--- config.mk ---
export PLATFORM = sky130hd
export DESIGN_NAME = rd_buf_req_arbiter
export DESIGN_NICKNAME = d
export VERILOG_FILES = /design/src/rtl/rd_buf_req_arbiter.sv
export SDC_FILE = /design/constraint.sdc
export NUM_CORES = 1
export LEC_CHECK = 0
export BUFFER_PORTS_ARGS = -buffer_cell sky130_fd_sc_hd__buf_2
export CAP_MARGIN = 20
export CORE_AREA = 2 2 463 465
export CTS_CLUSTER_SIZE = 20
export DETAILED_ROUTE_END_ITERATION = 10
export DIE_AREA = 0 0 465 467
export PLACE_DENSITY_LB_ADDON = 0.08
export SLEW_MARGIN = 25
export SYNTH_ARGS = -nofsm -noshare
export SYNTH_HDL_FRONTEND = slang
export SYNTH_SLANG_ARGS = --single-unit
--- constraint.sdc ---
create_clock -name clk -period 1.3 [get_ports clk]
set_input_delay 0.065 -clock clk [delete_from_list [all_inputs] [get_ports clk]]
set_output_delay 0.065 -clock clk [all_outputs]
set_load 0.05 [all_outputs]
--- src/rtl/rd_buf_req_arbiter.sv ---
// rd_buf_req_arbiter
// Shares one read-circular-buffer tile between NUM_SRCS requester engines.
// Arbitration is round-robin. Only one read is outstanding at a time, and the
// grant is held from request acceptance until the last data beat is accepted,
// so each requester sees a contiguous, unmixed data stream.

`ifndef FLOW_ID_W
`define FLOW_ID_W 8
`endif
`ifndef MSG_DATA_SIZE_WIDTH
`define MSG_DATA_SIZE_WIDTH 16
`endif
`ifndef MAC_INTERFACE_W
`define MAC_INTERFACE_W 512
`endif
`ifndef MAC_PADBYTES_W
`define MAC_PADBYTES_W 6
`endif

module rd_buf_req_arbiter #(
   parameter int NUM_SRCS  = 2,
   parameter int BUF_PTR_W = 16,
   parameter int SRC_IDX_W = $clog2(NUM_SRCS)
) (
   input  logic                                     clk,
   input  logic                                     rst,
   // requester side: requests
   input  logic [NUM_SRCS-1:0]                      src_arb_req_val,
   input  logic [NUM_SRCS*`FLOW_ID_W-1:0]           src_arb_req_flowid,
   input  logic [NUM_SRCS*BUF_PTR_W-1:0]            src_arb_req_offset,
   input  logic [NUM_SRCS*`MSG_DATA_SIZE_WIDTH-1:0] src_arb_req_size,
   output logic [NUM_SRCS-1:0]                      arb_src_req_rdy,
   // requester side: data
   output logic [NUM_SRCS-1:0]                      arb_src_data_val,
   output logic [`MAC_INTERFACE_W-1:0]              arb_src_data,
   output logic                                     arb_src_data_last,
   output logic [`MAC_PADBYTES_W-1:0]               arb_src_data_padbytes,
   input  logic [NUM_SRCS-1:0]                      src_arb_data_rdy,
   // buffer tile side: request
   output logic                                     arb_rd_buf_req_val,
   output logic [`FLOW_ID_W-1:0]                    arb_rd_buf_req_flowid,
   output logic [BUF_PTR_W-1:0]                     arb_rd_buf_req_offset,
   output logic [`MSG_DATA_SIZE_WIDTH-1:0]          arb_rd_buf_req_size,
   input  logic                                     rd_buf_arb_req_rdy,
   // buffer tile side: data
   input  logic                                     rd_buf_arb_data_val,
   input  logic [`MAC_INTERFACE_W-1:0]              rd_buf_arb_data,
   input  logic                                     rd_buf_arb_data_last,
   input  logic [`MAC_PADBYTES_W-1:0]               rd_buf_arb_data_padbytes,
   output logic                                     arb_rd_buf_data_rdy,
   // status
   output logic                                     arb_busy,
   output logic [SRC_IDX_W-1:0]                     arb_grant_idx
);

   typedef enum logic [1:0] {
      ST_IDLE = 2'd0,
      ST_REQ  = 2'd1,
      ST_DATA = 2'd2
   } state_e;

   state_e                          state_q, state_d;
   logic [SRC_IDX_W-1:0]            rr_ptr_q, rr_ptr_d;
   logic [SRC_IDX_W-1:0]            grant_q, grant_d;
   logic [`FLOW_ID_W-1:0]           flowid_q, flowid_d;
   logic [BUF_PTR_W-1:0]            offset_q, offset_d;
   logic [`MSG_DATA_SIZE_WIDTH-1:0] size_q, size_d;

   logic                            pick_val_s;
   logic [SRC_IDX_W-1:0]            pick_idx_s;
   logic [`MSG_DATA_SIZE_WIDTH-1:0] pick_size_s;

   // (base + k) mod NUM_SRCS; keeps requester indices inside 0..NUM_SRCS-1
   // even when NUM_SRCS is not a power of two.
   function automatic logic [SRC_IDX_W-1:0] rr_wrap(input logic [SRC_IDX_W-1:0] base,
                                                    input int k);
      int sum_v;
      sum_v = int'(base) + k;
      return SRC_IDX_W'(sum_v % NUM_SRCS);
   endfunction

   // Round-robin search: first valid requester starting at rr_ptr_q.
   always_comb begin
      pick_val_s = 1'b0;
      pick_idx_s = '0;
      for (int k = 0; k < NUM_SRCS; k++) begin
         if (!pick_val_s && src_arb_req_val[rr_wrap(rr_ptr_q, k)]) begin
            pick_val_s = 1'b1;
            pick_idx_s = rr_wrap(rr_ptr_q, k);
         end else begin
            pick_val_s = pick_val_s;
         end
      end
   end

   assign pick_size_s = src_arb_req_size[pick_idx_s*`MSG_DATA_SIZE_WIDTH +: `MSG_DATA_SIZE_WIDTH];

   // Next-state and handshake logic for the IDLE/REQ/DATA arbiter FSM.
   always_comb begin
      state_d             = state_q;
      rr_ptr_d            = rr_ptr_q;
      grant_d             = grant_q;
      flowid_d            = flowid_q;
      offset_d            = offset_q;
      size_d              = size_q;
      arb_src_req_rdy     = '0;
      arb_src_data_val    = '0;
      arb_rd_buf_req_val  = 1'b0;
      arb_rd_buf_data_rdy = 1'b0;

      case (state_q)
         ST_IDLE: begin
            if (pick_val_s) begin
               arb_src_req_rdy[pick_idx_s] = 1'b1;
               grant_d  = pick_idx_s;
               flowid_d = src_arb_req_flowid[pick_idx_s*`FLOW_ID_W +: `FLOW_ID_W];
               offset_d = src_arb_req_offset[pick_idx_s*BUF_PTR_W +: BUF_PTR_W];
               size_d   = pick_size_s;
               if (pick_size_s != '0) begin
                  state_d = ST_REQ;
               end else begin
                  // Empty read: consume it locally, never bother the tile.
                  rr_ptr_d = rr_wrap(pick_idx_s, 1);
               end
            end else begin
               state_d = ST_IDLE;
            end
         end
         ST_REQ: begin
            arb_rd_buf_req_val = 1'b1;
            if (rd_buf_arb_req_rdy) begin
               state_d = ST_DATA;
            end else begin
               state_d = ST_REQ;
            end
         end
         ST_DATA: begin
            arb_src_data_val[grant_q] = rd_buf_arb_data_val;
            arb_rd_buf_data_rdy       = src_arb_data_rdy[grant_q];
            if (rd_buf_arb_data_val && src_arb_data_rdy[grant_q] && rd_buf_arb_data_last) begin
               state_d  = ST_IDLE;
               rr_ptr_d = rr_wrap(grant_q, 1);
            end else begin
               state_d = ST_DATA;
            end
         end
         default: begin
            state_d = ST_IDLE;
         end
      endcase
   end

   // State, round-robin pointer, grant and latched request fields.
   always_ff @(posedge clk) begin
      if (rst) begin
         state_q  <= ST_IDLE;
         rr_ptr_q <= '0;
         grant_q  <= '0;
         flowid_q <= '0;
         offset_q <= '0;
         size_q   <= '0;
      end else begin
         state_q  <= state_d;
         rr_ptr_q <= rr_ptr_d;
         grant_q  <= grant_d;
         flowid_q <= flowid_d;
         offset_q <= offset_d;
         size_q   <= size_d;
      end
   end

   // Shared data bus is a plain passthrough; only the valid is steered.
   assign arb_src_data          = rd_buf_arb_data;
   assign arb_src_data_last     = rd_buf_arb_data_last;
   assign arb_src_data_padbytes = rd_buf_arb_data_padbytes;

   assign arb_rd_buf_req_flowid = flowid_q;
   assign arb_rd_buf_req_offset = offset_q;
   assign arb_rd_buf_req_size   = size_q;

   assign arb_busy      = (state_q != ST_IDLE);
   assign arb_grant_idx = grant_q;

endmodule

* Word level (Yosys, flattened, before mapping)
Index checks and enable logic that the tools add are counted.
Word-level totals: latch bits 0, flip-flop bits (word level) 44, output and inout port bits 567, ROM bits 0, memories kept 0, input bits 607, memory bits (writable) 0
Cells by class: reduce and logical (&&, ||, !) cells 12, muxes and demuxes 28, shifts and indexed selects 3, $add $sub $neg 3, bitwise logic cells 1, multipliers 0, order comparisons 6, eq/ne operators 6, div/mod/pow operators 0
Operators by type and width (number):
- 32-bit by 6-bit indexed part select with 16-bit output | 2
- 1-bit two-way mux | 17
- 16-bit nonzero test | 1
- 16-bit by 5-bit indexed part select with 8-bit output | 1
- 2-bit two-way mux | 7
- 1-bit by 2-bit < comparator with 1-bit output (second input constant) | 4
- 2-bit inequality test (second input constant) | 3
- 2-bit one-hot mux with 3 select lines | 1
- 1-bit logical AND | 5
- 4-bit AND reduction | 1
- 2-bit nonzero test | 2
- 1-bit adder (second input constant) | 3
- 3-bit inequality test (second input constant) | 1
- 2-bit AND | 1
- 1-bit demux with 1-bit select | 2
- 2-bit by 1-bit == test with 1-bit output (second input constant) | 1
- 2-bit == test (second input constant) | 1
- 1-bit >= comparator (second input constant) | 2
- 2-bit logical NOT | 1
- 1-bit one-hot mux with 2 select lines | 1
- 2-bit AND reduction | 1
- 1-bit logical NOT | 1

* Depth between registers and ports, before layout
Gate-level depths: netlist of run 1.
word-level depth 12, mapped depth 7, depth with buffers taken out 6

* Worst setup path after synthesis of run 1
OpenSTA, ideal clock, no wires.
kind register to register, start point register state_q[0], end point register offset_q[0], in the netlist arb_rd_buf_req_offset[0], data required time 1.229 ns, cell stages (with the launch flop) 6, path slack -0.640 ns, arrival 1.869 ns, cell sequence dfxtp_1 nor2_2 o21ai_1 a21oi_1 a22oi_1 a21oi_1
On the way: longest elaborated chain between the ends 2
Ends and longest elaborated chain:
- start, declared | line 62 | state_e state_q, state_d;
- start signal, assigned | line 163 | state_q <= state_d;
- 2-bit logical NOT | line 111 | case (state_q)
- 2-bit AND reduction (no line)
- end signal, assigned | line 167 | offset_q <= offset_d;
- end, declared | line 66 | logic [BUF_PTR_W-1:0] offset_q, offset_d;
No other way between the ends. A chain may end at the register's enable or synchronous reset.

* Final worst setup path of run 1
start point register rr_ptr_q, end point output port arb_src_req_rdy[1]
On the way: longest elaborated chain between the ends 12, elaborated cells on any way between the ends 18, those cells by class add/sub (1); order compare (2); mux (12); reduce/logical (3)
Ends and longest elaborated chain:
- start, declared | line 63 | logic [SRC_IDX_W-1:0] rr_ptr_q, rr_ptr_d;
- start signal, assigned | line 164 | rr_ptr_q <= rr_ptr_d;
- 1-bit two-way mux (implied by the code) (2 in series) | line 87 | if (!pick_val_s && src_arb_req_val[rr_wrap(rr_ptr_q, k)]) begin
- 1-bit two-way mux | line 87
- 1-bit logical NOT | line 87
- 1-bit logical AND | line 87
- 1-bit two-way mux | line 87
- 1-bit by 2-bit < comparator with 1-bit output (implied by the code) or 1-bit >= comparator (tied branches) | line 114 | arb_src_req_rdy[pick_idx_s] = 1'b1;
- 1-bit logical AND (implied by the code) | line 114
- 1-bit two-way mux (implied by the code) | line 114
- 1-bit demux with 1-bit select | line 114
- 2-bit two-way mux (*) | line 113 | if (pick_val_s) begin
- 2-bit two-way mux (*) | line 111
- end, declared | line 32 | output logic [NUM_SRCS-1:0] arb_src_req_rdy,
Every way passes the cells marked *; elsewhere a longest branch is shown, timed or not. The select of a mux whose other input is x is not followed.

==> run_results.csv, run 1 <==
group,metric,value,unit
logic_synthesis,synth_most_common_cell,"buf_4",
placed_design,gp_congestion,0.5859,
logic_synthesis,syn_avg_cell_area,7.900,um2
critical_path,crit_path_start_kind,"flop",
logic_synthesis,ys_seq_elements,44,
logic_synthesis,netlist.area_leader.share,65.09,%
timing,max_slew_margin,70.30,%
critical_path,cp_max_fo,2,
logic_synthesis,synth_edf_count,0,
floorplan,fp-row-count,169,
logic_synthesis,synth.cell_area,6043,um2
worst_hold_path,hold_class,"input port to flop",
power_and_ir_drop,p_comb_share,46.2,%
drt,drc,0,
timing,worst_pin_slew,0.4421,ns
timing,slew_viol_final,0,
power_and_ir_drop,total_power,6.153,mW
placed_design,dp_hpwl,44090,um
global_routing,grt_pass1_vias,4262,
layout,fin_area,8220,um2
timing,fin_ws,-0.2166,ns
outcome,violations,"setup timing",
layout,drive_gt1_share,68.51,%
power_and_ir_drop,p_per_area,748.5,nW/um2
timing,hold_violations,0,
timing,fmax,0.6594,GHz
logic_synthesis,synthTopCellsByCount,"buf_4 (524), dfxtp_1 (44), nor2_1 (41)",
floorplan,die_x,465,um
timing,min_period,1.517,ns
logic_synthesis,ys.flop_type,"dfxtp_1",
clocking,max-clock-path-buffers,2,
timing,fin_setup_tns,-7.208,ns
logic_synthesis,synth_area_leader_cell,"buf_4",
critical_path,arrival,1.45,ns
logic_synthesis,ys_seq_area_share,14.58,%
drt,first_pass_iters,4,
critical_path,worstSetupEndpointType,"output port",
timing,setup_viol,49,
critical_path,worstPathRequired,1.24,ns
power_and_ir_drop,swShare,43.92,%
floorplan,ios,1174,
placed_design,io_buffers,137,
logic_synthesis,syn_nets,1372,
clocking,cts_root_buf,"clkbuf_16",
floorplan,initial_utilization,2.855,%
power_and_ir_drop,p_clk_share,26.8,%
timing,fin_worst_skew,0.01581,ns
clocking,path_clk_slew,0.10,ns
drt,avgRoutedWirePerCell,16.28,um
layout,synthToLayoutAreaGrowth,36.02,%
floorplan,die_h,467,um
power_and_ir_drop,p_int,3.451,mW
flow_run,cap_viol_max_count,0,
global_routing,grt_overflow,0,
timing,rsz0062_at_grt,"yes",
layout,multi_input_area,1593,um2
power_and_ir_drop,p_leak,2.218,nW
critical_path,crit_type,"flop to output port",
global_routing,grt_first_pass_wirelength,62900,um
logic_synthesis,netlist_top_cells_area,"buf_4 (65%), dfxtp_1 (15%), mux2i_1 (3.8%)",
drt,routed_wl,53600,um
logic_synthesis,async_flop_share,0,%
drt,drt_iter0_drc,140,
drt,antenna_left,0,
layout,finalNonFillerCells,3292,
clocking,cts_max_level,2,
logic_synthesis,synth_cell_types,33,
global_routing,grt_max_degree,22,
power_and_ir_drop,seqPwrFrac,27.0,%
layout,fin_nets,1076,
outcome,outcome,"complete, but fails checks",
layout,final_core_util,3.884,%
timing,finalCritPeriodShare,116.7,%
layout,fill_cells,25100,
clocking,cts_tree,"done",
logic_synthesis,syn_inst,765,
clocking,clk_latency,0.36,ns
power_and_ir_drop,switching_power,2.702,mW
clocking,clock_sinks,44,
power_and_ir_drop,vdd_drop_max,0.0004829,V
floorplan,fp.coreArea,211700,um2
global_routing,grtUsageTotal,4.721,%
placed_design,placedInstanceArea,6775,um2
drt,vias,3909,
floorplan,die_area,217200,um2
clocking,cts_buffers,5,
placed_design,placed_cells,3234,
drt,via_per_inst,1.187,
layout,ff_latch_area,888.4,um2
logic_synthesis,ys_warn_count,0,
global_routing,grt_antenna_before_repair,20,
## power by group through the flow
stage                     logic, mW  registers, mW  clock network (mW)
after floorplan                4.86           2.16                   0
final                          2.84           1.66                1.65
after global placement         2.01           1.67                   0
after detailed placement       2.00           1.67                   0
after CTS                      2.86           1.67                1.88
after global routing           3.04           1.69                1.85
## state kept, by name, summed over array words and instances, names as in the netlist
signal	flops
arb_rd_buf_req_flowid	8
arb_rd_buf_req_size	16
arb_rd_buf_req_offset	16
state_q	2
rr_ptr_q	1
arb_grant_idx	1
## per-layer routing
metal	up-vias	global-route usage [%]	share of wire, %
met1	1612	3.224	24
met2	550	7.075	43
met4	20	6.228	15
met5	-	0.4831	0.46
li1	1356	-	-
met3	371	3.775	18
## critical path: stages (launching register included)
cell and delay [ns]:
dfxtp_2 0.34, nand2b_4 0.14, nand2_4 0.07, buf_12 0.14, buf_6 0.11, nor2_4 0.13
buf_8 0.16
## placed cells by master, fill, tap and decap left out, types with 5 or more instances in the layout
cell type and n:
buf_2 127, buf_4 41, dfxtp_1 40, a211oi_2 21, buf_12 18, nor2_4 17, buf_6 17, dlygate4sd3_1 16
nand2_1 15, nand3_1 15, nor2_1 14, mux2i_1 14, nor2_2 13, a311oi_2 11, buf_8 9, clkbuf_16 7
buf_16 7, mux2i_2 6, a21oi_1 5
## cell type report
type / count / area share (%)
inverter: 5 / 0.2892
tap: 2821 / 42.94
clock buffer: 7 / 1.735
antenna: 1 / 0.03044
sequential: 44 / 10.81
timing repair buffer: 237 / 24.73
multi-input combinational: 176 / 19.38
clock inverter: 1 / 0.09132
## path summary, 6_finish.rpt
kind                            cells past startpoint                        to                      from  slack (ns)
worst max register to register                      8                  rr_ptr_q                state_q[0]       -0.20
worst min-delay path                                3    arb_rd_buf_req_size[1]      src_arb_req_size[17]        0.04
worst max-delay path                                6        arb_src_req_rdy[1]                  rr_ptr_q       -0.22
worst min register to register                      2  arb_rd_buf_req_offset[0]  arb_rd_buf_req_offset[0]        0.46
## cells by family after synthesis
group	share of synthesized area [%]
AOI/OAI and AO/OA	7.060
and+or+nand+nor	7.371
muxes	3.810
buffers and inverters	67.18
DFF	14.58
## through the flow
| stage | setup slack, ns | hold WS [ns] |
|---|---|---|
| final | -0.2166 | 0.03928 |
| after global routing | -0.3085 | 0.02609 |
| after CTS | -0.3147 | 0.004141 |
| after detailed placement | -0.7028 | 0.1303 |
| after global placement | -1.092 | 0.1303 |
| after floorplan | -0.1209 | 0.2275 |
## timing repair
action | 4_1_cts | 5_1_grt
setup endpoints to repair | 50 | 50
hold endpoints to repair | 12 | 0
cloned | 11 | 2
resized for setup | 128 | 46
buffers inserted | 21 | 9
hold buffers | 16 | 0
pin swaps | 45 | 14
Power figures use the tool's default switching activity.
==> run 2: changes to the inputs <==
Settings changed: CELL_PAD_IN_SITES_DETAIL_PLACEMENT set to 1, CELL_PAD_IN_SITES_GLOBAL_PLACEMENT set to 2, CORE_AREA 2 2 463 465 to 2 2 461 463, DIE_AREA 0 0 465 467 to 0 0 463 465.
==> run 2 against run 1 <==
Compared with the run above: the flow still finishes with violations (setup timing); sequential cell count is the same; die area decreased by 0.86%; non-clock buffer count increased by 32; critical path depth fell by 1; first-iteration DRC count shrank 51%; wire length shrank 11%; total power grew 8.5%; final area is 4.1% higher; via count decreased by 2.8%; count of clock-buffer cells in the layout shrank 2.
==> run_results.csv, run 2 (synthesis gave the netlist of run 1 again) <==
group,metric,value,unit
timing,fin_hold_ws,0.05262,ns
placed_design,place_ws,-0.5972,ns
critical_path,crit_buf_inv,3,
drt,avgRoutedWirePerCell,14.34,um
clocking,cts_tree,"done",
floorplan,fp-row-count,169,
clocking,path_clk_slew,0.10,ns
timing,max_slew_margin,61.50,%
global_routing,grt_pass1_vias,4382,
outcome,outcome,"complete, but fails checks",
placed_design,dp_hpwl,39330,um
critical_path,critPathSlowestCell,"dfxtp_2",
power_and_ir_drop,vdd_drop_max,0.0005038,V
layout,final_core_util,4.058,%
drt,drt_iter0_drc,68,
layout,drive_gt1_share,70.72,%
power_and_ir_drop,p_leak,2.389,nW
critical_path,cp_common_cell,"buf_6",
placed_design,io_buffers,137,
layout,synthToLayoutAreaGrowth,41.57,%
critical_path,crit_path_start_kind,"flop",
floorplan,die_area,215300,um2
layout,fin_nets,1108,
flow_run,cap_viol_max_count,0,
clocking,cts_max_level,2,
global_routing,grt_overflow,0,
critical_path,cp_max_fo,3,
power_and_ir_drop,p_per_area,780.5,nW/um2
global_routing,grt_antenna_before_repair,7,
outcome,violations,"setup timing",
layout,final_common_cell,"buf_2",
worst_hold_path,hold_class,"input port to flop",
critical_path,slowest_delay,0.33,ns
clocking,clk_latency,0.38,ns
timing,rsz0062_at_grt,"yes",
drt,antenna_left,0,
timing,finalCritPeriodShare,120.1,%
global_routing,grt_first_pass_wirelength,56370,um
floorplan,die_h,465,um
placed_design,gp_congestion,0.5694,
timing,worst_pin_slew,0.5727,ns
critical_path,cp_cell_sequence,"nand2b_4 > buf_12 > buf_6 > a21oi_4 > buf_6",
clocking,cts_buffers,5,
global_routing,grt.busiest_layer,"met2",
floorplan,fp.coreArea,210800,um2
clocking,max-clock-path-buffers,2,
global_routing,grt.met3_usage,2.600,%
global_routing,grt_max_degree,30,
global_routing,grtUsageTotal,4.244,%
drt,first_pass_iters,4,
critical_path,worstPathRequired,1.24,ns
drt,vias,3798,
critical_path,cp_top_family,"buffers and inverters",
critical_path,crit_type,"flop to output port",
drt,drc,0,
critical_path,worstSetupEndpointType,"output port",
timing,fin_ws,-0.2617,ns
clocking,cts_root_buf,"clkbuf_16",
timing,setup_viol,49,
timing,fin_worst_skew,0.02018,ns
timing,min_period,1.562,ns
layout,layout_common_cells,"buf_2 (126), buf_4 (62), dfxtp_1 (40), buf_6 (25)",
timing,fmax,0.6403,GHz
global_routing,met1_usage,2.978,%
drt,routed_wl,47670,um
clocking,clock_sinks,44,
global_routing,met2_usage,7.179,%
floorplan,die_x,463,um
drt,via_per_inst,1.143,
floorplan,ios,1174,
floorplan,initial_utilization,2.867,%
critical_path,arrival,1.50,ns
timing,slew_viol_final,0,
timing,hold_violations,0,
-- run 2: changes by cell type in the layout (fill, tap and decap cells not counted), moves of 3 or more --
| cell | change |
|---|---|
| a22oi_1 | -3 |
| a22oi_2 | +3 |
| buf_6 | +8 |
| buf_12 | +4 |
| dlygate4sd3_1 | +3 |
| nor2_4 | -3 |
| buf_4 | +21 |
| buf_8 | -3 |
| nor2_2 | +3 |
-- run 2: stage by stage --
step | total power [mW] | area [um2] | std cells | setup TNS, ns
2_1_floorplan | 7.026 | 6090 | 765 | -0.7931
5_1_grt | 7.235 | 8553 | 3323 | -13.29
4_1_cts | 6.840 | 8119 | 3309 | -12.32
6_report | 6.678 | 8556 | 3324 | -8.891
3_3_place_gp | 3.948 | 7003 | 3254 | -10.12
3_5_place_dp | 3.940 | 7009 | 3254 | -9.071
-- run 2: area by class of cell --
| class | count | area [um2] |
|---|---|---|
| Multi-Input combinational cell | 176 | 1595 |
| Antenna cell | 1 | 2.502 |
| Clock inverter | 3 | 50.05 |
| Fill cell | 25090 | 202300 |
| Clock buffer | 5 | 125.1 |
| Timing Repair Buffer | 269 | 2338 |
| Tap cell | 2821 | 3530 |
| Inverter | 5 | 26.28 |
| Sequential cell | 44 | 888.4 |
-- run 2: repair_timing --
action | CTS | global route
setup buffers | 28 | 17
pin swaps | 27 | 26
hold endpoints to repair | 13 | 0
resized for setup | 98 | 77
cloned | 5 | 3
endpoints found under the setup margin | 54 | 51
hold buffers | 19 | 0
-- run 2: power breakdown --
part / internal, mW / switching, mW / total (mW)
clock: 0.942 / 1.01 / 1.95
sequential: 1.51 / 0.123 / 1.64
combinational: 1.30 / 1.79 / 3.09
total: 3.75 / 2.93 / 6.68
-- run 2: final timing paths --
kind | endpoint | start | slack (ns) | cells after the start
worst max-delay path | arb_src_req_rdy[0] | rr_ptr_q | -0.26 | 5
worst min-delay path | arb_rd_buf_req_size[7] | src_arb_req_size[7] | 0.05 | 3
worst max register to register | arb_rd_buf_req_size[6] | state_q[1] | -0.26 | 9
worst min register to register | arb_rd_buf_req_offset[0] | arb_rd_buf_req_offset[0] | 0.46 | 2
-- run 2: metal layers --
layer	part of all wire, %	routed length [um]
met5	0.19	91
met4	12	5878
met3	13	6411
met2	49	23140
met1	25	12150
-- run 2: worst register-to-register path, cell delays in order (launching register included) --
cell,delay (ns)
dfxtp_2,0.35
nor2_4,0.13
buf_6,0.13
inv_8,0.04
nor2_4,0.19
buf_12,0.17
buf_12,0.12
buf_12,0.12
nor2_4,0.03
a311oi_2,0.21
==> run 3: changes to the inputs <==
Settings changed: PLACE_DENSITY set to 0.35, PLACE_DENSITY_LB_ADDON 0.08 to not set.
==> run 3 against run 2 <==
Compared with the run above: the run still ends with setup timing left; via count grew 3.0%; sequential share of layout area grew 0.88 points; die area is the same; final area shrank 7.5%; clock skew grew 0.0025 ns; final cell count shrank 1.4%; count of clock-buffer cells in the layout is the same; fmax shrank 1.8%; sequential power grew 4%; critical path type is now flop to flop; largest power group unchanged; highest routed layer unchanged.
==> run_results.csv, run 3 (synthesis gave the netlist of run 1 again) <==
group,metric,value,unit
outcome,outcome,"complete, but fails checks",
outcome,violations,"setup timing",
timing,fin_hold_ws,0.03401,ns
power_and_ir_drop,p_per_area,817.4,nW/um2
critical_path,reg2reg_depth,6,
floorplan,initial_utilization,2.867,%
global_routing,grt_first_pass_wirelength,104000,um
floorplan,die_h,465,um
timing,fin_setup_tns,-8.701,ns
layout,fin_nets,1062,
placed_design,placed_cells,3231,
layout,layout_common_cells,"buf_2 (120), buf_4 (45), dfxtp_1 (40), mux2i_1 (22), buf_12 (19)",
timing,setup_viol,49,
worst_hold_path,min_from,"src_arb_req_size[17]",
critical_path,worstPathRequired,1.56,ns
drt,vias,3911,
layout,finalNonFillerCells,3278,
drt,via_per_inst,1.193,
timing,fin_ws,-0.2902,ns
timing,fin_worst_skew,0.02269,ns
critical_path,crit_type,"flop to flop",
drt,avgRoutedWirePerCell,29.28,um
drt,antenna_left,0,
placed_design,gp_congestion,0.7202,
drt,dr_wl_met3,31760,um
timing,slew_viol_final,0,
critical_path,crit_path_start,"state_q[0]",
layout,drive_gt1_share,63.16,%
floorplan,die_x,463,um
placed_design,io_buffers,137,
critical_path,reg2reg_from,"state_q[0]",
floorplan,fp-row-count,169,
clocking,max-clock-path-buffers,2,
timing,min_period,1.590,ns
layout,synthToLayoutAreaGrowth,30.91,%
power_and_ir_drop,vdd_drop_max,0.0005075,V
global_routing,grtUsageTotal,8.398,%
layout,fill_cells,25190,
clocking,clk_latency,0.36,ns
floorplan,ios,1174,
drt,drc,0,
critical_path,critPathSlowestCell,"a2111o_1",
critical_path,cp_top_family,"compound AO/OA/AOI/OAI gates",
layout,final_core_util,3.753,%
timing,finalCritPeriodShare,122.3,%
critical_path,slowest_delay,0.39,ns
layout,final_common_cell,"buf_2",
timing,hold_violations,0,
critical_path,crit_buf_inv,2,
drt,routed_wl,95980,um
clocking,cts_max_level,2,
drt,wl_met1,15190,um
clocking,cts_buffers,5,
critical_path,cp.depth,6,
clocking,cts_root_buf,"clkbuf_16",
drt,first_pass_iters,6,
drt,wl_met2,41090,um
floorplan,die_area,215300,um2
critical_path,cp_max_fo,4,
worst_hold_path,hold_class,"input port to flop",
timing,max_slew_margin,54.94,%
timing,worst_pin_slew,0.6759,ns
worst_hold_path,min_path_cells,3,
clocking,cts_tree,"done",
power_and_ir_drop,total_power,6.467,mW
global_routing,grt_max_degree,17,
power_and_ir_drop,p_leak,2.120,nW
drt,drt_iter0_drc,224,
placed_design,dp_hpwl,85680,um
critical_path,cp_cell_sequence,"nor2_4 > inv_4 > a2111o_1 > o22ai_4 > buf_4 > nor3_2",
global_routing,grt_overflow,0,
drt,topRoutingLayerUsed,"met5",
critical_path,crit_path_start_kind,"flop",
timing,rsz0062_at_grt,"yes",
clocking,clock_sinks,44,
floorplan,fp.coreArea,210800,um2
critical_path,arrival,1.85,ns
global_routing,grt_pass1_vias,4044,
critical_path,worstSetupEndpointType,"flop",
timing,fmax,0.6289,GHz
global_routing,grt_antenna_before_repair,5,
flow_run,cap_viol_max_count,0,
clocking,path_clk_slew,0.11,ns
## run 3: routing by layer
layer	GRT usage, %	vias to the layer above
met1	3.715	1571
li1	-	1320
met5	1.230	-
met2	12.50	723
met4	6.110	10
met3	13.11	287
## run 3: path summary, 6_finish.rpt
kind | endpoint | slack [ns]
setup reg to reg | state_q[1] | -0.29
hold reg to reg | arb_rd_buf_req_offset[0] | 0.47
hold / removal | arb_rd_buf_req_size[1] | 0.03
setup / recovery | state_q[1] | -0.29
## run 3: timing repair
action                                  CTS  global route
hold buffers                             15             0
gates cloned                              4             4
endpoints found under the setup margin   52            50
hold endpoints to repair                 10             0
resized for setup                        66            48
setup buffers                            11             9
pin swaps                                14            15
## run 3: cell type report
class / count / area, um2 / share of cell area [%]
Antenna cell: 1 / 2.502 / 0.03163
Clock buffer: 5 / 125.1 / 1.582
Clock inverter: 3 / 46.29 / 0.5852
Inverter: 5 / 21.27 / 0.2689
Multi-Input combinational cell: 176 / 1449 / 18.31
Sequential cell: 44 / 890.9 / 11.26
Tap cell: 2821 / 3530 / 44.61
Timing Repair Buffer: 223 / 1847 / 23.34
## run 3: stage by stage
step / setup WS (ns) / cell area (um2)
after CTS: -0.2914 / 7605
after floorplan: -0.1209 / 6090
after detailed placement: -0.3404 / 6829
after global placement: -0.3611 / 6829
after global routing: -0.3073 / 7911
final: -0.2902 / 7911
## run 3: report_power, final
group / switching, mW / internal (mW) / leakage, nW
registers: 0.194 / 1.51 / 0.367
clock network: 0.952 / 0.927 / 0.0804
logic: 1.83 / 1.05 / 1.67
total: 2.98 / 3.49 / 2.12
## run 3: worst reg2reg max path, delay by kind of cell (launching register included)
kind            cells  cell delay [ns]
compound gates      2             0.64
buf+inv             2             0.26
simple gates        2             0.23
flops               1             0.35
